### config.mk
export PLATFORM = sky130hd
export DESIGN_NAME = hr_poll_sequencer
export DESIGN_NICKNAME = d
export VERILOG_FILES = /design/src/rtl/hr_pkg.sv /design/src/rtl/hr_moving_avg.sv /design/src/rtl/hr_poll_sequencer.sv
export SDC_FILE = /design/constraint.sdc
export NUM_CORES = 1
export LEC_CHECK = 0
export CAP_MARGIN = 20
export CORE_MARGIN = 2
export CORE_UTILIZATION = 60
export DETAILED_ROUTE_END_ITERATION = 10
export PLACE_DENSITY = 0.83
export SYNTH_ARGS = -nofsm -noshare
export SYNTH_HDL_FRONTEND = slang
export SYNTH_SLANG_ARGS = --single-unit
### constraint.sdc
create_clock -name clk -period 6.9 [get_ports clk]
set_clock_uncertainty 0.2 [all_clocks]
set_input_delay 1.035 -clock clk [delete_from_list [all_inputs] [get_ports clk]]
set_output_delay 1.035 -clock clk [all_outputs]
set_load 0.005 [all_outputs]
### src/rtl/hr_pkg.sv
// hr_pkg: shared state encoding and defaults for the heart-rate poll sequencer
package hr_pkg;
  typedef enum logic [2:0] {S_IDLE, S_WAIT, S_REQ, S_REL, S_UPD} state_t;
  localparam logic [7:0] DEV_ADDR_DEF = 8'h0A;
  localparam logic [7:0] REG_ADDR_DEF = 8'h00;
  localparam int AVG_LOG2_DEF = 2;
endpackage

### src/rtl/hr_moving_avg.sv
// hr_moving_avg: ring-buffer moving average, bpm pulses only once the window is full
module hr_moving_avg import hr_pkg::*; #(
  parameter int AVG_LOG2 = AVG_LOG2_DEF
) (
  input  logic       clk,
  input  logic       reset,
  input  logic       flush,
  input  logic       wr,
  input  logic [7:0] din,
  output logic [7:0] bpm,
  output logic       bpm_valid
);
  localparam int DEPTH = 1 << AVG_LOG2;
  localparam int SW = 8 + AVG_LOG2;
  localparam logic [AVG_LOG2:0] FULL = {1'b1, {AVG_LOG2{1'b0}}};
  logic [7:0] ring [DEPTH];
  logic [SW-1:0] sum, sum_nxt;
  logic [AVG_LOG2-1:0] ptr;
  logic [AVG_LOG2:0] fill, fill_nxt;
  assign sum_nxt = sum - SW'(ring[ptr]) + SW'(din);
  assign fill_nxt = (fill == FULL) ? FULL : fill + 1'b1;
  always_ff @(posedge clk) begin
    bpm_valid <= 1'b0;
    if (reset || flush) begin
      for (int i = 0; i < DEPTH; i++) ring[i] <= '0;
      sum <= '0;
      ptr <= '0;
      fill <= '0;
      if (reset) bpm <= '0;
    end else if (wr) begin
      ring[ptr] <= din;
      sum <= sum_nxt;
      ptr <= ptr + 1'b1;
      fill <= fill_nxt;
      if (fill_nxt == FULL) begin
        bpm <= 8'(sum_nxt >> AVG_LOG2);
        bpm_valid <= 1'b1;
      end
    end
  end
endmodule

### src/rtl/hr_poll_sequencer.sv
// hr_poll_sequencer: periodic I2C read sequencer with timeout and averaged BPM output
module hr_poll_sequencer import hr_pkg::*; #(
  parameter int POLL_PERIOD = 50_000,
  parameter int TIMEOUT = 4_096,
  parameter logic [7:0] DEV_ADDR = DEV_ADDR_DEF,
  parameter logic [7:0] REG_ADDR = REG_ADDR_DEF,
  parameter int AVG_LOG2 = AVG_LOG2_DEF
) (
  input  logic       clk,
  input  logic       reset,
  input  logic       enable,
  output logic       i2c_send,
  output logic [7:0] i2c_add,
  output logic [7:0] i2c_regis,
  input  logic       i2c_busy,
  input  logic [7:0] i2c_dout,
  output logic [7:0] sample,
  output logic [7:0] bpm,
  output logic       bpm_valid,
  output logic       no_contact,
  output logic       timeout_err,
  input  logic       err_clear
);
  localparam int PW = $clog2(POLL_PERIOD + 1);
  localparam int TW = $clog2(TIMEOUT + 1);
  localparam logic [PW-1:0] P_LOAD = PW'(POLL_PERIOD - 1);
  localparam logic [TW-1:0] T_LAST = TW'(TIMEOUT - 1);
  state_t state;
  logic [PW-1:0] pcnt;
  logic [TW-1:0] tcnt;
  logic send_q, to_hit, upd_wr, upd_flush;
  logic [7:0] cap;
  assign i2c_add = DEV_ADDR;
  assign i2c_regis = REG_ADDR;
  // send is gated so a reset mid-request releases the bus without waiting an edge
  assign i2c_send = send_q & ~reset;
  assign to_hit = tcnt == T_LAST && ((state == S_REQ && !i2c_busy) || (state == S_REL && i2c_busy));
  assign upd_wr = state == S_UPD && cap != 8'h00;
  assign upd_flush = state == S_UPD && cap == 8'h00;
  always_ff @(posedge clk) begin
    if (reset) begin
      state <= S_IDLE;
      pcnt <= '0;
      tcnt <= '0;
      send_q <= 1'b0;
      cap <= '0;
      sample <= '0;
      no_contact <= 1'b0;
      timeout_err <= 1'b0;
    end else begin
      timeout_err <= to_hit | (timeout_err & ~err_clear);
      case (state)
        S_IDLE: if (enable) begin
          state <= S_WAIT;
          pcnt <= P_LOAD;
        end
        S_WAIT: if (!enable) state <= S_IDLE;
        else if (pcnt == '0) begin
          state <= S_REQ;
          send_q <= 1'b1;
          tcnt <= '0;
        end else pcnt <= pcnt - 1'b1;
        S_REQ: if (i2c_busy) begin
          cap <= i2c_dout;
          send_q <= 1'b0;
          tcnt <= '0;
          state <= S_REL;
        end else if (to_hit) begin
          send_q <= 1'b0;
          pcnt <= P_LOAD;
          state <= S_WAIT;
        end else tcnt <= tcnt + 1'b1;
        S_REL: if (!i2c_busy) state <= S_UPD;
        else if (to_hit) begin
          pcnt <= P_LOAD;
          state <= S_WAIT;
        end else tcnt <= tcnt + 1'b1;
        S_UPD: begin
          sample <= cap;
          no_contact <= cap == 8'h00;
          pcnt <= P_LOAD;
          state <= enable ? S_WAIT : S_IDLE;
        end
        default: state <= S_IDLE;
      endcase
    end
  end
  hr_moving_avg #(.AVG_LOG2(AVG_LOG2)) u_avg (
    .clk(clk),
    .reset(reset),
    .flush(upd_flush),
    .wr(upd_wr),
    .din(cap),
    .bpm(bpm),
    .bpm_valid(bpm_valid)
  );
endmodule

======== Word level (Yosys, flattened, before mapping) ========
Memory sizes are Yosys's and may differ from the RTL's. A register that Yosys moved wholly into a read port is not among the register bits.
Index checks and enable logic that the tools add are counted.
word-level totals
  flip-flop bits (word level) ............. 75
  bits in writable memories ............... 32
  input port bits ......................... 13
  output and inout bits ................... 36
  word-level logic and storage cells ...... 109
  memories kept ........................... 1
memories
  name        words  bits a word  read ports  clocked after memory_dff  write ports  line                 source
  u_avg.ring  4      8            1           1                         4            hr_moving_avg.sv:16  logic [7:0] ring [DEPTH];
operators by class
  add/sub/neg operators ................... 6
  equality and inequality tests ........... 16
  muxes and demuxes ....................... 42
  bitwise operators ....................... 6
  reductions and logical operators ........ 25
operator list
  cell                                                 number
  2-to-1 mux 16 bit                                    6
  case mux 16 bit (5 select lines)                     1
  2-to-1 mux 13 bit                                    5
  2-to-1 mux 8 bit                                     5
  case mux 13 bit (3 select lines)                     1
  2-to-1 mux 3 bit                                     7
  logical NOT 16 bit                                   1
  subtractor 16 x 1 -> 16 bit (second input constant)  1
  case mux 3 bit (5 select lines)                      1
  inequality test 2 bit (second input constant)        7
  adder 13 x 1 -> 13 bit (second input constant)       1
  == test 13 x 12 -> 1 bit (second input constant)     1
  2-to-1 mux 1 bit                                     12
  adder 10 x 8 -> 10 bit                               1
  subtractor 10 x 8 -> 10 bit                          1
  == test 3 bit (second input constant)                3
  logical NOT 8 bit                                    1
  AND reduction 4 bit                                  2
  nonzero test 8 bit                                   1
  OR reduction 8 bit                                   1
  == test 3 x 2 -> 1 bit (second input constant)       2
  2-to-1 mux 2 bit                                     3
  inequality test 3 bit (second input constant)        2
  AND reduction 6 bit                                  1
  other kinds (17)                                     28

======== Depth between registers and ports, before layout ========
Gate-level depths: netlist of the first run.
  depth after elaboration ................. 7
  depth in mapped cells ................... 13
  depth with buffers taken out ............ 12

======== Modules after synthesis ========
A second synthesis of the first run with hierarchy kept.
second synthesis, totals
  cells, all modules ...................... 613
  area, all modules ....................... 5,719.2 um2
modules (own cells, without submodules)
  module             instances  cells each  area an instance (um2)  sequential area each (um2)
  hr_moving_avg      1          294         3,139.3                 1,561.5
  hr_poll_sequencer  1          319         2,580.0                 1,021.0

======== Worst setup path after synthesis of the first run ========
OpenSTA, ideal clock, no wires.
  path kind ............................... register -> register
  from .................................... reg (tool-made name)
  to ...................................... reg u_avg.bpm[6], data pin
  library setup time ...................... 0.266 ns
  arrival ................................. 3.166 ns
  required time ........................... 6.434 ns
  slack ................................... 3.268 ns
  stages on the path, launching flop included .. 12
  path buffers ............................ 1
  period minus slack after synthesis ...... 3.632 ns
  path through ............................ dfxtp_1 clkbuf_1 mux4_2 fa_1 inv_1 ha_1 nor2b_1 o21ai_0 a21oi_1 o41ai_1 xor2_1 nor2_1
RTL lines
  element               line                 source
  end signal, assigned  hr_moving_avg.sv:36  bpm <= 8'(sum_nxt >> AVG_LOG2);
  end, declared         hr_moving_avg.sv:10  output logic [7:0] bpm,

======== Final worst setup path of the first run ========
  from .................................... in reset
  to ...................................... out i2c_send
between the ends
  longest elaborated chain between the ends .. 2
RTL lines
  element            line                     source
  start, declared    hr_poll_sequencer.sv:10  input logic reset,
  inverter 1 bit     hr_poll_sequencer.sv:36  assign i2c_send = send_q & ~reset;
  bitwise AND 1 bit  hr_poll_sequencer.sv:36
  end, declared      hr_poll_sequencer.sv:12  output logic i2c_send,
No other way between the ends.

==> out/summary.md, run 1 <==
For the number of max-slew violations in the final report, the log shows 0. 49 I/O pins were placed. The proportion of register bits with asynchronous set or reset after synthesis is 0%, and the wire length of the first global-routing pass is 18,900 um. Predominant post-synthesis flop cell: sky130_fd_sc_hd__dfxtp_1. The worst setup path is of the in2out kind.

The run gives 3,981 as the number of global-route vias before repair. The count of instances resized after the clock tree is built was 0; the number of antenna cells inserted was 0. The minimum period implied by the final worst setup slack is 4030 ps, and the count of warnings emitted by yosys is 0. CTS placed an instance of sky130_fd_sc_hd__clkbuf_8 at the clock tree root. For the pin with the worst max-slew slack, the measured transition is 1110 ps. After detailed routing, the number of remaining DRC violations is 0.

The largest incremental delay on the critical path was 850 ps. sky130_fd_sc_hd__dfxtp_1 is the most common cell in the netlist. Net switching share of the total power: 24.3%. Category of the worst setup path capture point: an output port.

The horizontal die dimension came out at 99.5 um. Synthesized flop and latch total: 109. CTS built an H-tree with a depth of 3. The area growth from synthesis to layout is 11.1%.

VDD sags by at most 0.172 mV. Critical path's slowest cell: sky130_fd_sc_hd__clkdlybuf4s50_1. Sequential cells were found to cover 47.2% of the synthesized design area. The critical path buffer and inverter count came out at 3. Setup repair after global routing left no endpoint under its margin. The count of hold-fix buffers inserted at cts is 0. In this run the cell area measured after placement is 0.00581 mm2.

Static power due to leakage: 0.00233 uW. For this configuration, the core starts out at a cell density of 62.4%. The critical path goes through clkdlybuf4s50_1 -> buf_4 -> nor2b_1 -> clkdlybuf4s50_1. The proportion of power drawn by the clock network came out at 37.1%. After detailed routing, the number of vias per cell comes to 5.85. The run gives 0.00990 mm2 as the area enclosed by the die boundary. In this design, the largest share of critical-path delay is due to buffers and inverters.

For the final-layout setup total negative slack, the log shows 0 ps. The initial antenna violation count was 0; the worst-case hold slack was 263 ps. The tool flagged a number of max-cap violations equal to 0.

The element type at the critical path start is an input port. Buffer depth of the longest clock path: 2. By instance count, the cell type seen most on the critical path is sky130_fd_sc_hd__clkdlybuf4s50_1.

The mean cell area of the mapped netlist works out to 9.97 um2. The run gives 10.0% as the combinational share of power. The power per cell area was 218 mW/mm2. Of all nets on the critical path, the largest fanout is 22. Switching power of the nets: 322 uW. At the worst endpoint, the arrival time is 2800 ps. For this run, the top clock speed supported by timing is 0.248 GHz.

The run finished with clean final reports. The count of input and output buffers is 32. The total standard cell area after synthesis came out at 0.00547 mm2. The fraction of final layout cells with drive strength greater than 1 is 7.41%.

The clock net in this run drives a total of 109 sinks. For this run, the detailed router's first-pass iteration total came to 5. The logs give 549 for the number of standard cells after synthesis and 0 for the overflow left after global routing. After floorplanning, the core was divided into 34 placement rows. The worst pin sits at a relative slew slack of 26.0%. The later-pin clock latency in the skew report was 390 ps; the internal power was 1000 uW.

The run gives 4,025 as the via count. Timing analysis after detailed placement gives a worst setup slack of 2910 ps. Setup violations remaining at the end of the flow were counted as 0. The type of the tightest min-delay check was reg2reg. The synthesized design contains 40 enable-type register cells.

At the end of routability-driven placement, the weighted congestion stood at 0.817. Summed over its instances, the top area cell type makes up 25.2% of the synthesized netlist area. The net count reported at finish came out at 610. The commonest cells after synthesis are sky130_fd_sc_hd__dfxtp_1, sky130_fd_sc_hd__nor2_1, sky130_fd_sc_hd__inv_1. For the area of the core, the log shows 0.00876 mm2. The logs give 1320 uW for the power consumption and 11,300 um for the total length of routed wires.

The final count of hold timing violations came out at 0. In the post-synthesis netlist, the biggest area contributors are sky130_fd_sc_hd__dfxtp_1, sky130_fd_sc_hd__edfxtp_1, sky130_fd_sc_hd__nor2_1. The pin count of the biggest net entering global routing was 25; the least setup slack across all paths after layout was 2870 ps. sky130_fd_sc_hd__dfxtp_1 takes more of the synthesized area than any other cell. Data on the critical path is required at its endpoint by 5660 ps.

Once detail routing completed, the nets flagged for antenna violations numbered 0. TritonCTS built the clock tree. After layout, the worst path uses 58.4% of the clock period. The logs give 268 for the detailed router's first-iteration violation count and 0.00608 mm2 for the post-route cell area. The number of post-CTS setup repair buffers was 0; the clock transition at the register clock pins on the worst setup and hold paths after CTS was 110 ps. For this run, the total global-route usage over all layers was measured as 24.3%. The run gives 53.0% as the sequential fraction of design power.

TritonCTS buffer count: 9. Once detailed placement completed, the half-perimeter wirelength came to 8060 um. The post-detailed-route wirelength per cell is 16.5 um, and the die span in y is 99.5 um. After synthesis, the netlist uses 59 different library cells.
-- power groups by stage --
| stage | registers [uW] | clock network, uW | logic (uW) |
|---|---|---|---|
| after floorplan | 711 | 0 | 101 |
| after global placement | 715 | 0 | 126 |
| after detailed placement | 716 | 0 | 130 |
| after CTS | 701 | 497 | 131 |
| after global routing | 704 | 520 | 147 |
| final | 701 | 491 | 132 |
-- registers in the layout, indices dropped and copies added, names as in the netlist, named ones only --
name	count
u_avg.ring	32
pcnt	16
tcnt	13
u_avg.sum	10
cap	8
sample	8
u_avg.bpm	8
state	3
u_avg.fill	3
u_avg.ptr	2
no_contact	1
send_q	1
timeout_err	1
u_avg.bpm_valid	1
-- placed cells by master (no fill, tap or decap), types with 3 or more instances in the layout --
master,count
sky130_fd_sc_hd__edfxtp_1,40
sky130_fd_sc_hd__xor2_1,17
sky130_fd_sc_hd__ha_1,14
sky130_fd_sc_hd__a21oi_1,27
sky130_fd_sc_hd__and2_1,25
sky130_fd_sc_hd__nand4_1,9
sky130_fd_sc_hd__bufinv_16,3
sky130_fd_sc_hd__or3_1,3
sky130_fd_sc_hd__nor4_1,19
sky130_fd_sc_hd__nor3_1,19
sky130_fd_sc_hd__a21o_1,8
sky130_fd_sc_hd__o21ai_0,7
sky130_fd_sc_hd__a311oi_1,3
sky130_fd_sc_hd__conb_1,16
sky130_fd_sc_hd__nor2b_1,4
sky130_fd_sc_hd__nand3_1,16
sky130_fd_sc_hd__clkdlybuf4s50_1,32
sky130_fd_sc_hd__xnor2_1,15
sky130_fd_sc_hd__dfxtp_1,69
sky130_fd_sc_hd__nand2b_1,11
sky130_fd_sc_hd__nor2_1,63
sky130_fd_sc_hd__buf_4,4
sky130_fd_sc_hd__mux4_2,8
sky130_fd_sc_hd__fa_1,8
sky130_fd_sc_hd__clkbuf_8,10
sky130_fd_sc_hd__mux2i_1,10
sky130_fd_sc_hd__inv_1,42
sky130_fd_sc_hd__and3_1,7
sky130_fd_sc_hd__nand2_1,28
-- worst register-to-register path, cell delays in order, from the launching register on --
cell	delay (ps)
sky130_fd_sc_hd__dfxtp_1	640
sky130_fd_sc_hd__mux4_2	590
sky130_fd_sc_hd__fa_1	500
sky130_fd_sc_hd__inv_1	40
sky130_fd_sc_hd__ha_1	340
sky130_fd_sc_hd__nor2b_1	150
sky130_fd_sc_hd__o21ai_0	210
sky130_fd_sc_hd__a21oi_1	130
sky130_fd_sc_hd__o41ai_1	540
sky130_fd_sc_hd__xor2_1	200
sky130_fd_sc_hd__nor2_1	50
-- per-layer routing --
metal  vias to the layer above  track usage [%]  share of wire, %
met3                        25             4.71               4.1
met2                       106             41.5                51
met1                      1953             30.9                43
met4                         0             8.75               2.1
li1                       1941                -                 -
met5                         -                0                 0
-- metrics by stage --
stage | utilization [%] | std cells
2_1_floorplan | - | 563
3_3_place_gp | 66.3 | 671
3_5_place_dp | 66.3 | 672
4_1_cts | 69.4 | 688
5_1_grt | 69.4 | 688
6_report | 69.4 | 688
-- cell type report --
class | instances | area, um2
clock buffer | 10 | 138
clock inverter | 6 | 129
fill | 683 | 2680
inverter | 42 | 158
multi-input combinational | 376 | 2580
sequential | 109 | 2580
tap | 108 | 135
timing repair buffer | 37 | 355
-- cells by family after synthesis --
group / Yosys count / share of synthesized area, %
compound gates: 66 / 8.00
xor+xnor: 32 / 5.12
fa+ha+maj: 22 / 6.13
buf+inv: 78 / 6.54
flops: 109 / 47.2
mux: 18 / 5.12
other cells: 2 / 0.137
simple gates: 222 / 21.7
-- path summary, 6_finish.rpt --
| path | slack [ps] | to | from | depth (start not counted) |
|---|---|---|---|---|
| setup / recovery | 2870 | i2c_send | reset | 4 |
| hold / removal | 260 | u_avg.sum[7] | u_avg.sum[7] | 2 |
| setup reg to reg | 3050 | u_avg.bpm[6] | flop | 10 |
| hold reg to reg | 260 | u_avg.sum[7] | u_avg.sum[7] | 2 |
No activity file was read; power rests on OpenSTA's default activity.
==> inputs of run 2 (changes only) <==
--- a/config.mk
+++ b/config.mk
@@ -7,9 +7,9 @@
 export LEC_CHECK = 0
 export CAP_MARGIN = 20
 export CORE_MARGIN = 2
-export CORE_UTILIZATION = 60
+export CORE_UTILIZATION = 52
 export DETAILED_ROUTE_END_ITERATION = 10
-export PLACE_DENSITY = 0.83
+export PLACE_DENSITY = 0.76
 export SYNTH_ARGS = -nofsm -noshare
 export SYNTH_HDL_FRONTEND = slang
 export SYNTH_SLANG_ARGS = --single-unit
==> constraint.sdc (replaced) <==
create_clock -name clk -period 3.3 [get_ports clk]
set_clock_uncertainty 0.2 [all_clocks]
set_input_delay 0.495 -clock clk [delete_from_list [all_inputs] [get_ports clk]]
set_output_delay 0.495 -clock clk [all_outputs]
set_load 0.005 [all_outputs]
==> run 2 against run 1 <==
  * Die area increased by 15%
  * Sequential share of layout area is 1.4 points lower
  * Clock power rose by 60%
  * Utilization is 8.1 points lower
  * Sequential cell count unchanged
  * First-iteration DRC count shrank 2.2%
  * Non-clock buffer count increased by 19
  * Via count rose by 0.89%
  * Count of clock-buffer cells in the layout is 1 lower
  * Combinational power up 120%
  * Final cell count up 6.8%
==> out/summary.md, run 2 (synthesis results as in run 1) <==
The flow ran to the end, and the final reports show no timing, DRC or antenna violations. For the worst setup path, the data required time is 3400 ps. Initial cell density of the core: 53.2%. VDD sags by at most 0.419 mV. In this run the static leakage power is 0.00241 uW.

The run gives 3 as the depth of the CTS H-tree. The run gives 24 as the pin count of the biggest net entering global routing. Global routing consumed, over all layers together, 21.6% of the routing resources.

The tree is rooted in a sky130_fd_sc_hd__clkbuf_8. The number of hold buffers added after CTS was 0. Final count of hold timing violations: 0. In this run the worst hold path is classified as reg2reg. Clock tree synthesis found a total of 109 sinks. In this design, the critical path's most frequently occurring cell is sky130_fd_sc_hd__inv_1. Timing analysis after detailed placement gives a worst setup slack of -86.6 ps.

The endpoint identified for the worst register-to-register timing path is u_avg.sum[8]. Summing over every cut layer, the via total after detailed routing is 4,061. The die span in y came out at 107 um. The area enclosed by the die boundary is 0.0114 mm2. The register containing the most flip-flops in the final layout is u_avg.ring.

Based on the critical path, the design can be clocked at up to 0.310 GHz. In this run the deepest clock path goes through 2 buffers. Setup total negative slack on the finished layout was measured at 0 ps. The clock transition at the register clock pins on the worst setup and hold paths after CTS is 110 ps, and the area growth from synthesis to layout is 15.1%.

The number of antenna-violating nets in the routed design was 0; the number of rows created at floorplan was 37. Dividing the detail-routed wire length by the instance count gives 15.7 um. The detailed router's first-iteration violation count is 262, and the number of antenna cells inserted is 0. For this design, the slowest cell found on the critical path is sky130_fd_sc_hd__mux4_2. In the final layout, the multi-input gates occupy 0.00269 mm2. The logs give 0 for the initial antenna violation count and 845 for the final-layout fill cell count. The largest single stage delay on the critical path is 540 ps. The wire-length estimate of the detail-placed layout is 8490 um.

In this run the power density over the cells is 405 mW/mm2. The class of the most critical setup path was reg2reg. Destination of the worst hold path: sample[3].

For the wire length of the first global-routing pass, the log shows 19,200 um. Critical path's top delay family: adder cells. The category of the worst setup path capture point is a flop.

Net count reported at finish: 629. The top cell types in the final layout, fill and taps aside, are sky130_fd_sc_hd__dfxtp_1, sky130_fd_sc_hd__nor2_1, sky130_fd_sc_hd__inv_1. The critical path arrival was 3330 ps; the share of the cycle needed by the critical path after routing was 97.8%.

In this run the most critical hold path is launched from sample[3]. The TritonCTS buffer count was 9; the number of max-slew violations in the final report was 0. The vias per cell works out to 5.53. For the register area, the log shows 0.00259 mm2.

The max capacitance violation total is 0. In the routed design, unresolved DRC markers number 0. The completed layout was analyzed and its total power is 2550 uW. Across all hold checks on the routed design, the worst slack comes to 259 ps. Before antenna repair, the detailed router went through 4 iterations. For flop-to-flop paths, the worst setup slack is 70 ps. Setup slack on the critical path of the routed design comes to 71.3 ps. The run gives 0.874 as the final RePlAce weighted congestion. From left edge to right edge, the die measures 107 um. The total overflow left after global routing is 0.

After floorplanning, the core was sized to cover 0.0103 mm2. After detailed routing, the total wire length is 11,500 um. 49 I/O pins were placed. The minimum period implied by the final worst setup slack was 3230 ps.

Walking the worst path, the cells encountered are mux4_2 -> ha_4 -> inv_1 -> ha_2 -> inv_1 -> fa_2 -> nor2b_2 -> o21ai_2 -> a21oi_2 -> o41ai_4 -> or4_1 -> o311ai_2. During placement, the flow inserted port buffers numbering 32. Measured in cells, the most critical reg-to-reg path has a length of 12. Setup violations remaining at the end of the flow were counted as 0. The flip-flop count of the largest register, all copies and words added was 32. TritonCTS built the clock tree. The number of global-route vias before repair came out at 4,062.

The worst setup path is launched from a flop. The worst hold path cell count was 1; the later-pin clock latency in the skew report was 380 ps. The worst pin sits at a relative slew slack of 56.4%. Of the cells placed in the final design, the portion with a size suffix greater than 1 is 13.2%.

The slew at the pin closest to its max-slew limit works out to 652 ps. The library cell used most frequently in the layout, excluding fill and tap cells, is sky130_fd_sc_hd__dfxtp_1. The largest registers in the layout are u_avg.ring (32), pcnt (16), tcnt (13).

Setup repair after global routing could not meet its margin everywhere. The largest fanout on the critical path is 4, and the critical path buffer and inverter count is 2.
==> run 2: cell types whose count changed in the layout (fill, tap and decap cells not counted), moves of 2 or more <==
| cell | before | now |
|---|---|---|
| sky130_fd_sc_hd__a21oi_1 | 27 | 25 |
| sky130_fd_sc_hd__a21oi_2 | 1 | 3 |
| sky130_fd_sc_hd__buf_4 | 4 | 22 |
| sky130_fd_sc_hd__bufinv_16 | 3 | 0 |
| sky130_fd_sc_hd__ha_1 | 14 | 10 |
| sky130_fd_sc_hd__ha_4 | 0 | 3 |
| sky130_fd_sc_hd__inv_6 | 0 | 3 |
| sky130_fd_sc_hd__o21ai_0 | 7 | 5 |
| sky130_fd_sc_hd__o21ai_2 | 0 | 2 |
==> run 2: worst reg2reg max path, delay by kind of cell (launching register included) <==
| family | cells | cell delay (ps) |
|---|---|---|
| adders and majority gates | 3 | 800 |
| and+or+nand+nor | 2 | 580 |
| muxes | 1 | 540 |
| AOI/OAI and AO/OA | 4 | 510 |
| DFF | 1 | 400 |
| buffers and inverters | 2 | 110 |
==> run 2: layout make-up <==
type	count	share of cell area, %
Timing Repair Buffer	56	8.03
Sequential cell	109	41.1
Clock buffer	9	1.97
Inverter	42	2.50
Multi-Input combinational cell	376	42.7
Tap cell	136	2.70
Clock inverter	7	1.03
==> run 2: metal layers <==
| layer | track usage, % | routed length [um] | part of all wire, % |
|---|---|---|---|
| met5 | 0 | 0 | 0 |
| met4 | 9.18 | 320 | 2.8 |
| met3 | 4.80 | 528 | 4.6 |
| met2 | 38.3 | 6040 | 52 |
| met1 | 25.0 | 4630 | 40 |
==> run 2: timing repair <==
item | CTS | global route
setup endpoints to repair | 5 | 6
pin swaps | 1 | 8
gates resized for setup | 9 | 14
buffers inserted | 0 | 0
==> run 2: worst max path at each step <==
| stage | to | cells after the start | slack, ps |
|---|---|---|---|
| after global placement | u_avg.sum[8] | 9 | -1 |
| after detailed placement | u_avg.sum[8] | 10 | -90 |
| after global routing | u_avg.bpm[7] | 10 | -60 |
| final | u_avg.sum[8] | 12 | 70 |
| after CTS | u_avg.bpm[6] | 10 | 30 |
| after floorplan | u_avg.bpm[6] | 11 | 50 |
==> run 2: through the flow <==
| step | std cells | utilization [%] | area (um2) |
|---|---|---|---|
| finish | 735 | 61.3 | 6300 |
| global placement | 718 | 58.3 | 5990 |
| detailed placement | 719 | 58.4 | 6000 |
| floorplan | 563 | - | 5540 |
| global route | 735 | 61.3 | 6300 |
| CTS | 735 | 60.6 | 6230 |
==> run 2: power breakdown <==
part	total, uW	switching (uW)	internal [uW]
logic	296	160	136
clock network	788	494	295
registers	1470	32.3	1430
total	2550	686	1860
